File: config.mk
export PLATFORM = sky130hd
export DESIGN_NAME = rggen_register_bus_arbiter_flat
export DESIGN_NICKNAME = d
export VERILOG_FILES = /design/src/rtl/rggen_register_bus_arbiter_if.sv /design/src/rtl/rggen_register_bus_arbiter.sv /design/src/flat_wrapper.sv
export SDC_FILE = /design/constraint.sdc
export NUM_CORES = 1
export LEC_CHECK = 0
export ABC_AREA = 1
export CAP_MARGIN = 20
export CORE_ASPECT_RATIO = 0.5
export CORE_UTILIZATION = 40
export DETAILED_ROUTE_END_ITERATION = 8
export PLACE_DENSITY = 0.83
export SLEW_MARGIN = 20
export SYNTH_ARGS = -nofsm -noshare
export SYNTH_HDL_FRONTEND = slang
export SYNTH_SLANG_ARGS = --single-unit
File: constraint.sdc
create_clock -name i_clk -period 3.4 [get_ports i_clk]
set_clock_uncertainty 0.15 [all_clocks]
set_input_delay 0.68 -clock i_clk [delete_from_list [all_inputs] [get_ports i_clk]]
set_output_delay 0.68 -clock i_clk [all_outputs]
set_load 0.005 [all_outputs]
File: src/rtl/rggen_register_bus_arbiter_if.sv
// Bundle of host-side request/response signals and the shared register access
// port. The arbiter takes the slave view; hosts and the register block together
// take the master view.
interface rggen_register_bus_arbiter_if #(
  parameter int REQUESTERS    = 2,
  parameter int ADDRESS_WIDTH = 8,
  parameter int BUS_WIDTH     = 32
);
  localparam int STROBE_WIDTH = BUS_WIDTH / 8;

  // Host side, packed with host 0 at the LSBs
  logic [REQUESTERS-1:0]               i_request;
  logic [REQUESTERS*ADDRESS_WIDTH-1:0] i_address;
  logic [REQUESTERS-1:0]               i_write;
  logic [REQUESTERS*BUS_WIDTH-1:0]     i_write_data;
  logic [REQUESTERS*STROBE_WIDTH-1:0]  i_strobe;
  logic [REQUESTERS-1:0]               o_ready;
  logic [1:0]                          o_status;
  logic [BUS_WIDTH-1:0]                o_read_data;
  logic [REQUESTERS-1:0]               o_grant;
  logic                                o_busy;

  // Register block side
  logic                                o_access_valid;
  logic [ADDRESS_WIDTH-1:0]            o_access_address;
  logic                                o_access_write;
  logic [BUS_WIDTH-1:0]                o_access_write_data;
  logic [STROBE_WIDTH-1:0]             o_access_strobe;
  logic                                i_access_ready;
  logic [1:0]                          i_access_status;
  logic [BUS_WIDTH-1:0]                i_access_read_data;

  modport slave (
    input  i_request, i_address, i_write, i_write_data, i_strobe,
    input  i_access_ready, i_access_status, i_access_read_data,
    output o_ready, o_status, o_read_data, o_grant, o_busy,
    output o_access_valid, o_access_address, o_access_write,
    output o_access_write_data, o_access_strobe
  );

  modport master (
    output i_request, i_address, i_write, i_write_data, i_strobe,
    output i_access_ready, i_access_status, i_access_read_data,
    input  o_ready, o_status, o_read_data, o_grant, o_busy,
    input  o_access_valid, o_access_address, o_access_write,
    input  o_access_write_data, o_access_strobe
  );
endinterface

File: src/rtl/rggen_register_bus_arbiter.sv
// Round-robin arbiter sharing one register access port between REQUESTERS
// hosts. One transaction in flight: the winner's fields are latched, driven
// until the register block answers (or the optional timeout expires), and the
// response is returned to the winner as a one-cycle o_ready pulse.
module rggen_register_bus_arbiter #(
  parameter int REQUESTERS     = 2,
  parameter int ADDRESS_WIDTH  = 8,
  parameter int BUS_WIDTH      = 32,
  parameter int TIMEOUT_CYCLES = 0
)(
  input logic                         i_clk,
  input logic                         i_rst,
  rggen_register_bus_arbiter_if.slave bus
);
  localparam int STROBE_WIDTH = BUS_WIDTH / 8;
  localparam int INDEX_WIDTH  = (REQUESTERS > 1) ? $clog2(REQUESTERS) : 1;
  localparam int COUNT_WIDTH  = (TIMEOUT_CYCLES > 0) ? $clog2(TIMEOUT_CYCLES + 1) : 1;
  localparam int FIELD_WIDTH  = ADDRESS_WIDTH + 1 + BUS_WIDTH + STROBE_WIDTH;

  typedef enum logic [1:0] {
    IDLE    = 2'd0,
    ACCESS  = 2'd1,
    RESPOND = 2'd2
  } state_e;

  state_e                    state_q, state_d;
  logic [REQUESTERS-1:0]     grant_q, grant_d;
  logic [REQUESTERS-1:0]     ready_q, ready_d;
  logic [INDEX_WIDTH-1:0]    last_q, last_d;
  logic [INDEX_WIDTH-1:0]    index_q, index_d;
  logic                      busy_q, busy_d;
  logic                      access_valid_q, access_valid_d;
  logic [ADDRESS_WIDTH-1:0]  address_q, address_d;
  logic                      write_q, write_d;
  logic [BUS_WIDTH-1:0]      write_data_q, write_data_d;
  logic [STROBE_WIDTH-1:0]   strobe_q, strobe_d;
  logic [COUNT_WIDTH-1:0]    count_q, count_d;
  logic [1:0]                status_q, status_d;
  logic [BUS_WIDTH-1:0]      read_data_q, read_data_d;

  // ------------------------------------------------------------------
  // Round-robin selection: hosts above `last` win first; if none of them
  // request, fall back to the lowest requesting host (the wrap-around).
  // ------------------------------------------------------------------
  logic [REQUESTERS-1:0]  upper_mask;
  logic [REQUESTERS-1:0]  upper_request;
  logic [REQUESTERS-1:0]  pick_source;
  logic [REQUESTERS-1:0]  select_onehot;
  logic                   select_valid;
  logic [INDEX_WIDTH-1:0] index_term [REQUESTERS];
  logic [FIELD_WIDTH-1:0] field_term [REQUESTERS];
  logic [INDEX_WIDTH-1:0] select_index;
  logic [FIELD_WIDTH-1:0] select_fields;
  logic                   timeout_hit;

  for (genvar gi = 0; gi < REQUESTERS; gi++) begin : g_host
    logic [FIELD_WIDTH-1:0] host_fields;

    assign upper_mask[gi] = (INDEX_WIDTH'(gi) > last_q);
    assign host_fields    = {
      bus.i_address[gi*ADDRESS_WIDTH +: ADDRESS_WIDTH],
      bus.i_write[gi],
      bus.i_write_data[gi*BUS_WIDTH +: BUS_WIDTH],
      bus.i_strobe[gi*STROBE_WIDTH +: STROBE_WIDTH]
    };
    // Only the one-hot winner contributes a non-zero term
    assign index_term[gi] = select_onehot[gi] ? INDEX_WIDTH'(gi) : '0;
    assign field_term[gi] = select_onehot[gi] ? host_fields : '0;
  end

  assign upper_request = bus.i_request & upper_mask;
  assign pick_source   = (|upper_request) ? upper_request : bus.i_request;
  // Isolate the lowest set bit of the candidate vector
  assign select_onehot = pick_source & (~pick_source + REQUESTERS'(1));
  assign select_valid  = |bus.i_request;

  // OR-reduce the winner's index and request fields
  always_comb begin
    select_index  = '0;
    select_fields = '0;
    for (int i = 0; i < REQUESTERS; i++) begin
      select_index  = select_index | index_term[i];
      select_fields = select_fields | field_term[i];
    end
  end

  // The wait counter only matters when a timeout is configured
  if (TIMEOUT_CYCLES > 0) begin : g_timeout
    assign timeout_hit = (count_q == COUNT_WIDTH'(TIMEOUT_CYCLES - 1));
  end else begin : g_no_timeout
    assign timeout_hit = 1'b0;
  end

  // Next-state and next-output computation for the IDLE/ACCESS/RESPOND FSM
  always_comb begin
    state_d        = state_q;
    grant_d        = grant_q;
    last_d         = last_q;
    index_d        = index_q;
    busy_d         = busy_q;
    access_valid_d = access_valid_q;
    address_d      = address_q;
    write_d        = write_q;
    write_data_d   = write_data_q;
    strobe_d       = strobe_q;
    count_d        = count_q;
    // Response outputs are non-zero only during the RESPOND cycle
    ready_d        = '0;
    status_d       = '0;
    read_data_d    = '0;

    case (state_q)
      IDLE: begin
        if (select_valid) begin
          state_d        = ACCESS;
          grant_d        = select_onehot;
          index_d        = select_index;
          busy_d         = 1'b1;
          access_valid_d = 1'b1;
          count_d        = '0;
          {address_d, write_d, write_data_d, strobe_d} = select_fields;
        end
      end
      ACCESS: begin
        if (bus.i_access_ready) begin
          // A real answer beats a simultaneous timeout
          state_d        = RESPOND;
          access_valid_d = 1'b0;
          ready_d        = grant_q;
          status_d       = bus.i_access_status;
          read_data_d    = bus.i_access_read_data;
        end else if (timeout_hit) begin
          state_d        = RESPOND;
          access_valid_d = 1'b0;
          ready_d        = grant_q;
          status_d       = 2'b10;
          read_data_d    = '0;
        end else begin
          count_d = count_q + COUNT_WIDTH'(1);
        end
      end
      RESPOND: begin
        state_d = IDLE;
        last_d  = index_q;
        grant_d = '0;
        busy_d  = 1'b0;
      end
      default: begin
        state_d        = IDLE;
        grant_d        = '0;
        busy_d         = 1'b0;
        access_valid_d = 1'b0;
      end
    endcase
  end

  // State and output registers with synchronous reset
  always_ff @(posedge i_clk) begin
    if (i_rst) begin
      state_q        <= IDLE;
      grant_q        <= '0;
      ready_q        <= '0;
      last_q         <= INDEX_WIDTH'(REQUESTERS - 1);
      index_q        <= '0;
      busy_q         <= 1'b0;
      access_valid_q <= 1'b0;
      address_q      <= '0;
      write_q        <= 1'b0;
      write_data_q   <= '0;
      strobe_q       <= '0;
      count_q        <= '0;
      status_q       <= '0;
      read_data_q    <= '0;
    end else begin
      state_q        <= state_d;
      grant_q        <= grant_d;
      ready_q        <= ready_d;
      last_q         <= last_d;
      index_q        <= index_d;
      busy_q         <= busy_d;
      access_valid_q <= access_valid_d;
      address_q      <= address_d;
      write_q        <= write_d;
      write_data_q   <= write_data_d;
      strobe_q       <= strobe_d;
      count_q        <= count_d;
      status_q       <= status_d;
      read_data_q    <= read_data_d;
    end
  end

  assign bus.o_ready             = ready_q;
  assign bus.o_status            = status_q;
  assign bus.o_read_data         = read_data_q;
  assign bus.o_grant             = grant_q;
  assign bus.o_busy              = busy_q;
  assign bus.o_access_valid      = access_valid_q;
  assign bus.o_access_address    = address_q;
  assign bus.o_access_write      = write_q;
  assign bus.o_access_write_data = write_data_q;
  assign bus.o_access_strobe     = strobe_q;

endmodule
File: src/flat_wrapper.sv
// flat-port wrapper written by rule: the top's interface ports become plain ports
module rggen_register_bus_arbiter_flat 
#(
  parameter int REQUESTERS     = 2,
  parameter int ADDRESS_WIDTH  = 8,
  parameter int BUS_WIDTH      = 32,
  parameter int TIMEOUT_CYCLES = 0
)
  (i_clk, i_rst, bus_i_request, bus_i_address, bus_i_write, bus_i_write_data, bus_i_strobe, bus_i_access_ready, bus_i_access_status, bus_i_access_read_data, bus_o_ready, bus_o_status, bus_o_read_data, bus_o_grant, bus_o_busy, bus_o_access_valid, bus_o_access_address, bus_o_access_write, bus_o_access_write_data, bus_o_access_strobe);
  rggen_register_bus_arbiter_if #(.REQUESTERS(REQUESTERS), .ADDRESS_WIDTH(ADDRESS_WIDTH), .BUS_WIDTH(BUS_WIDTH)) bus_i ();
  input logic i_clk;
  input logic i_rst;
  input wire logic [$bits(bus_i.i_request)-1:0] bus_i_request;
  input wire logic [$bits(bus_i.i_address)-1:0] bus_i_address;
  input wire logic [$bits(bus_i.i_write)-1:0] bus_i_write;
  input wire logic [$bits(bus_i.i_write_data)-1:0] bus_i_write_data;
  input wire logic [$bits(bus_i.i_strobe)-1:0] bus_i_strobe;
  input wire logic [$bits(bus_i.i_access_ready)-1:0] bus_i_access_ready;
  input wire logic [$bits(bus_i.i_access_status)-1:0] bus_i_access_status;
  input wire logic [$bits(bus_i.i_access_read_data)-1:0] bus_i_access_read_data;
  output wire logic [$bits(bus_i.o_ready)-1:0] bus_o_ready;
  output wire logic [$bits(bus_i.o_status)-1:0] bus_o_status;
  output wire logic [$bits(bus_i.o_read_data)-1:0] bus_o_read_data;
  output wire logic [$bits(bus_i.o_grant)-1:0] bus_o_grant;
  output wire logic [$bits(bus_i.o_busy)-1:0] bus_o_busy;
  output wire logic [$bits(bus_i.o_access_valid)-1:0] bus_o_access_valid;
  output wire logic [$bits(bus_i.o_access_address)-1:0] bus_o_access_address;
  output wire logic [$bits(bus_i.o_access_write)-1:0] bus_o_access_write;
  output wire logic [$bits(bus_i.o_access_write_data)-1:0] bus_o_access_write_data;
  output wire logic [$bits(bus_i.o_access_strobe)-1:0] bus_o_access_strobe;
  assign bus_i.i_request = bus_i_request;
  assign bus_i.i_address = bus_i_address;
  assign bus_i.i_write = bus_i_write;
  assign bus_i.i_write_data = bus_i_write_data;
  assign bus_i.i_strobe = bus_i_strobe;
  assign bus_i.i_access_ready = bus_i_access_ready;
  assign bus_i.i_access_status = bus_i_access_status;
  assign bus_i.i_access_read_data = bus_i_access_read_data;
  assign bus_o_ready = bus_i.o_ready;
  assign bus_o_status = bus_i.o_status;
  assign bus_o_read_data = bus_i.o_read_data;
  assign bus_o_grant = bus_i.o_grant;
  assign bus_o_busy = bus_i.o_busy;
  assign bus_o_access_valid = bus_i.o_access_valid;
  assign bus_o_access_address = bus_i.o_access_address;
  assign bus_o_access_write = bus_i.o_access_write;
  assign bus_o_access_write_data = bus_i.o_access_write_data;
  assign bus_o_access_strobe = bus_i.o_access_strobe;
  rggen_register_bus_arbiter #(.REQUESTERS(REQUESTERS), .ADDRESS_WIDTH(ADDRESS_WIDTH), .BUS_WIDTH(BUS_WIDTH), .TIMEOUT_CYCLES(TIMEOUT_CYCLES)) u_core (.i_clk(i_clk), .i_rst(i_rst), .bus(bus_i));
endmodule
Yosys cells after proc, flatten, opt, wreduce, memory -nomap -nowiden
Index checks and enable logic that the tools add are counted.
Storage, ports and cells
  flip-flop bits (word level): 89
  output and inout port bits: 85
Cells by class
  equal/unequal tests: 4
  reduce and logical (&&, ||, !) cells: 8
  bitwise operators: 7
  multiplexer cells: 13
  order comparisons: 2
  add/sub/neg operators: 1
Operators by type and width (count)
  $mux W45: 2
  $or A45 B45 Y45: 1
  $mux W2: 4
  $pmux W2 S2: 2
  $reduce_and A2 Y1: 3
  $and A2 B2 Y2: 2
  $reduce_or A2 Y1: 2
  $mux W1: 3
  $not A1 Y1: 3
  $pmux W1 S3: 1
  $reduce_and A3 Y1: 1
  $reduce_or A3 Y1: 1
  $add A2 B1 Y2 const B: 1
  $eq A2 B1 Y1 const B: 1
  $eq A2 B2 Y1 const B: 1
  $gt A1 B1 Y1 const A: 2
  $logic_not A2 Y1: 1
  $ne A2 B1 Y1 const B: 1
  $ne A2 B2 Y1 const B: 1
  $not A2 Y2: 1
  $pmux W1 S2: 1

Logic depth before layout (Yosys ltp)
  word-level depth: 9
  mapped depth: 8
  gate-level depth less buffers: 6

Worst setup path after synthesis
Ideal clock, no wire load.
  path kind: input to register
  start: input port bus_i_request[0]
  end: register u_core.write_data_q[10], in the netlist u_core.bus.o_access_write_data[10]
  cell stages on the path: 7
  setup time: 0.056 ns
  setup slack: 1.768 ns
  data required time: 3.194 ns
  path buffers: 2
  arrival time: 1.426 ns
  path through: o21ai_2 buf_2 buf_2 nand2_1 nand3_1 nand2_1 inv_1
Between the ends
  word-level cells in the longest chain between the ends: 8
  elaborated cells on any way between the ends: 11
  those cells by class: 1 x add/sub; 3 x mux; 4 x bitwise; 3 x reduce/logical
RTL lines
  from (decl): RTL line flat_wrapper.sv:13  | input wire logic [$bits(bus_i.i_request)-1:0] bus_i_request;
  $and A2 B2 Y2: RTL line rggen_register_bus_arbiter.sv:71  | assign upper_request = bus.i_request & upper_mask;
  $reduce_or A2 Y1: RTL line rggen_register_bus_arbiter.sv:72  | assign pick_source = (|upper_request) ? upper_request : bus.i_request;
  $mux W2: RTL line rggen_register_bus_arbiter.sv:72
  $not A2 Y2: RTL line rggen_register_bus_arbiter.sv:74  | assign select_onehot = pick_source & (~pick_source + REQUESTERS'(1));
  $add A2 B1 Y2: RTL line rggen_register_bus_arbiter.sv:74
  $and A2 B2 Y2: RTL line rggen_register_bus_arbiter.sv:74
  $mux W45: RTL line rggen_register_bus_arbiter.sv:68  | assign field_term[gi] = select_onehot[gi] ? host_fields : '0;
  $or A45 B45 Y45: RTL line rggen_register_bus_arbiter.sv:83  | select_fields = select_fields | field_term[i];
  to (signal assigned): RTL line rggen_register_bus_arbiter.sv:184  | write_data_q <= write_data_d;
  to (decl): RTL line rggen_register_bus_arbiter.sv:35  | logic [BUS_WIDTH-1:0] write_data_q, write_data_d;
Parallel ways exist; a longest one is shown, timed or not.
A chain may end at the register's enable or synchronous reset.

Worst setup path after layout
  start: input port bus_i_request[1]
  end: register u_core.address_q[0], in the netlist u_core.bus.o_access_address[0]
Between the ends
  word-level cells in the longest chain between the ends: 8
  elaborated cells on any way between the ends: 11
  those cells by class: 1 x add/sub; 3 x mux; 4 x bitwise; 3 x reduce/logical
RTL lines
  $and A2 B2 Y2: RTL line rggen_register_bus_arbiter.sv:71
  $reduce_or A2 Y1: RTL line rggen_register_bus_arbiter.sv:72
  $mux W2: RTL line rggen_register_bus_arbiter.sv:72
  $not A2 Y2: RTL line rggen_register_bus_arbiter.sv:74
  $add A2 B1 Y2: RTL line rggen_register_bus_arbiter.sv:74
  $and A2 B2 Y2: RTL line rggen_register_bus_arbiter.sv:74
  $mux W45: RTL line rggen_register_bus_arbiter.sv:68
  $or A45 B45 Y45: RTL line rggen_register_bus_arbiter.sv:83
  to (signal assigned): RTL line rggen_register_bus_arbiter.sv:182  | address_q <= address_d;
  to (decl): RTL line rggen_register_bus_arbiter.sv:33  | logic [ADDRESS_WIDTH-1:0] address_q, address_d;
Parallel ways exist; a longest one is shown, timed or not.

==> reports/metrics.cfg <==
[setup_path]
path_max_fanout=46
setup.worst_path.end_class=register
timing_worst_setup_path_type=input pin to register
critPathLaunchType=input pin
critical_path_cell_count=6
biggest_cell_delay_along_the_critical_path_ps=590
cpMaxStageDelayCell=clkdlybuf4s50_1
cp.required_ps=3480
cpLargestDelayFamily=simple AND/OR/NAND/NOR gates
cp_cell_sequence=clkdlybuf4s50_1 -> nand2_2 -> nand4_1 -> nand3_1 -> nand2_1 -> inv_1
path_buf_inv=2
worstPathArrival_ps=2330
timing.reg2reg.worst_path_depth=6

[timing]
relSlewSlack_pct=42.4
worst-slew-pin-transition_ps=861
tns_ps=0
min_period_over_period_pct=66.1
grt_setup_unrepaired=false
max_freq_mhz=445
finalSetupViolations=0
report.final.slew_viol_count=0
finalCriticalPeriod_ps=2250
hold_viol=0
worst_setup_slack_after_layout_ps=1150

[cts]
cts_hold_buffers=0
cts_setup_buffers=0
number_of_gates_resized_after_cts=0
h-tree-depth=3
cts_num_sinks=89
clk_pin_slew_ps=70
clock_latency_ps=340
cts-root-to-sink-buffers=2
cts_tree=built
cts-root-buf=clkbuf_16
cts_inserted_buffers=9

[floorplanning]
design.portCount=214
floorplan.rows=24
design.die.area_mm2=0.00989
fp.dieH_um=70.8
initial_core_util_pct=42.3
core_area_mm2=0.00895
die_width_um=140

[finish]
layout.nets=826
drive_gt1_share_pct=7.26
utilization_pct=69.8
diodes=0
synthToLayoutAreaGrowth_pct=65.0

[logic_synthesis]
number_of_warnings_reported_in_the_yosys_synthesis_log=0
synthDominantCellAreaShare_pct=47.0
synth_commonest_cells=101 x nand2_1, 89 x dfxtp_1, 85 x inv_1
postSynthAreaPerCell_um2=7.54
synth-main-ff-cell=dfxtp_1
synth_edf_count=0
netlist.top_cell.by_area=dfxtp_1
yosysUniqueCellTypes=19
synth-seq-area-share_pct=47.0
synthesized_cell_area_mm2=0.00379
synth_top_cells_by_area=dfxtp_1 47%, nand3_1 10%, nand2_1 10%
syn-instance-count=502
syn-num-nets=631
async_sr_flop_fraction_pct=0
yosysMostFrequentCell=nand2_1
ys_seq_elements=89

[route]
routedWlPerCell_um=13.8
finalWirelength_um=11300
detailedRoute.firstIterationViolations=240
drc=0
num_vias=3966
route.antenna.remaining_nets=0
vias_per_cell=4.84
firstDrtPassIters=5

[placement]
dp_slack_ps=820
detail_placement_hpwl_um=8010
numPortBuffers=213
place_congestion=0.792

[power]
power_per_cell_area_mw_per_mm2=456
p_leak_nw=2.91
ir_drop_mv=0.300

[global_routing]
via_count_of_the_first_global_routing_pass=3827
grt_remaining_overflow=0
grt_pass1_wl_um=18000
grt_antenna_before_repair=0
track_usage_pct=22.9
grt_start_max_net_pins=47

[run]
cap_violations=0

[worst_hold_path]
worstHoldPathCells=2
worst_hold_path_type=register to register

[status]
status=complete, no violations

==> where the power goes <==
part | switching, W | internal [W] | total, W | leakage, nW
registers | 0.0000329 | 0.00111 | 0.00114 | 0.728
logic | 0.000247 | 0.000309 | 0.000556 | 2.01
clock network | 0.000415 | 0.000742 | 0.00116 | 0.173
==> final timing paths <==
| kind | from | end | slack (ps) |
|---|---|---|---|
| worst max-delay path | bus_i_request[1] | u_core.bus.o_access_address[0]$_SDFFE_PP0P_ | 1150 |
| worst max register to register | u_core.state_q[1]$_SDFFE_PP0P_ | u_core.bus.o_access_address[0]$_SDFFE_PP0P_ | 1390 |
| worst min register to register | u_core.bus.o_grant[0]$_SDFFE_PP0P_ | u_core.bus.o_ready[0]$_SDFF_PP0_ | 300 |
| worst min-delay path | u_core.bus.o_grant[0]$_SDFFE_PP0P_ | u_core.bus.o_ready[0]$_SDFF_PP0_ | 300 |
==> sequential cells by signal, summed over array words and instances, names as in the netlist, 2 cells and up <==
signal and flops:
u_core.bus.o_access_address 8, u_core.bus.o_status 2, u_core.state_q 2, u_core.bus.o_ready 2
u_core.bus.o_access_write_data 32, u_core.bus.o_grant 2, u_core.bus.o_read_data 32, u_core.bus.o_access_strobe 4
==> placed cells by master, fill, tap and decap left out <==
| master | count |
|---|---|
| nand2_1 | 101 |
| clkbuf_16 | 9 |
| nand4_1 | 45 |
| nor2_4 | 1 |
| clkdlybuf4s50_1 | 212 |
| o21ai_4 | 1 |
| nand3_2 | 19 |
| nor2_1 | 37 |
| dfxtp_1 | 89 |
| a21oi_4 | 1 |
| clkbuf_8 | 1 |
| nor3_2 | 1 |
| a21oi_1 | 6 |
| buf_2 | 1 |
| inv_2 | 3 |
| bufinv_16 | 3 |
| nand3_1 | 76 |
| inv_6 | 2 |
| buf_4 | 7 |
| nand2_2 | 1 |
| clkinv_2 | 1 |
| inv_1 | 85 |
==> stage by stage <==
step                      hold WS, ps  power (W)  cells  cell area, um^2
final                             299    0.00285    819             6250
after global routing              330    0.00297    819             6250
after CTS                         300    0.00288    819             6250
after detailed placement          289    0.00171    803             5900
after global placement            282    0.00170    803             5900
after floorplan                   288    0.00141    502             3790
==> tightest hold or removal path, stage by stage, from the launching register on <==
cell and delay [ps]:
dfxtp_1 330, inv_1 50, nor2_1 30
==> area by class of cell <==
cell class,count,area (um^2)
Timing Repair Buffer,220,2180
Sequential cell,89,1780
Clock inverter,6,113
Tap cell,117,146
Clock buffer,10,239
Inverter,88,330
Fill cell,702,2700
Multi-Input combinational cell,289,1460
==> routing by layer <==
metal / part of all wire, % / up-vias / global-route usage [%]
met5: 0 / - / 0
met4: 4.0 / 0 / 12.9
met3: 5.8 / 37 / 6.50
met2: 49 / 133 / 40.8
met1: 41 / 1813 / 25.1
li1: - / 1983 / -
==> kinds of logic (layout without fill, tap and decap cells) <==
| kind of cell | after synthesis | count (layout) | share of synthesized area [%] |
|---|---|---|---|
| simple gates | 281 | 281 | 36.8 |
| flops | 89 | 89 | 47.0 |
| buf+inv | 124 | 324 | 14.7 |
| compound gates | 8 | 8 | 1.45 |
Note: power is estimated with default switching activity, not from simulation.
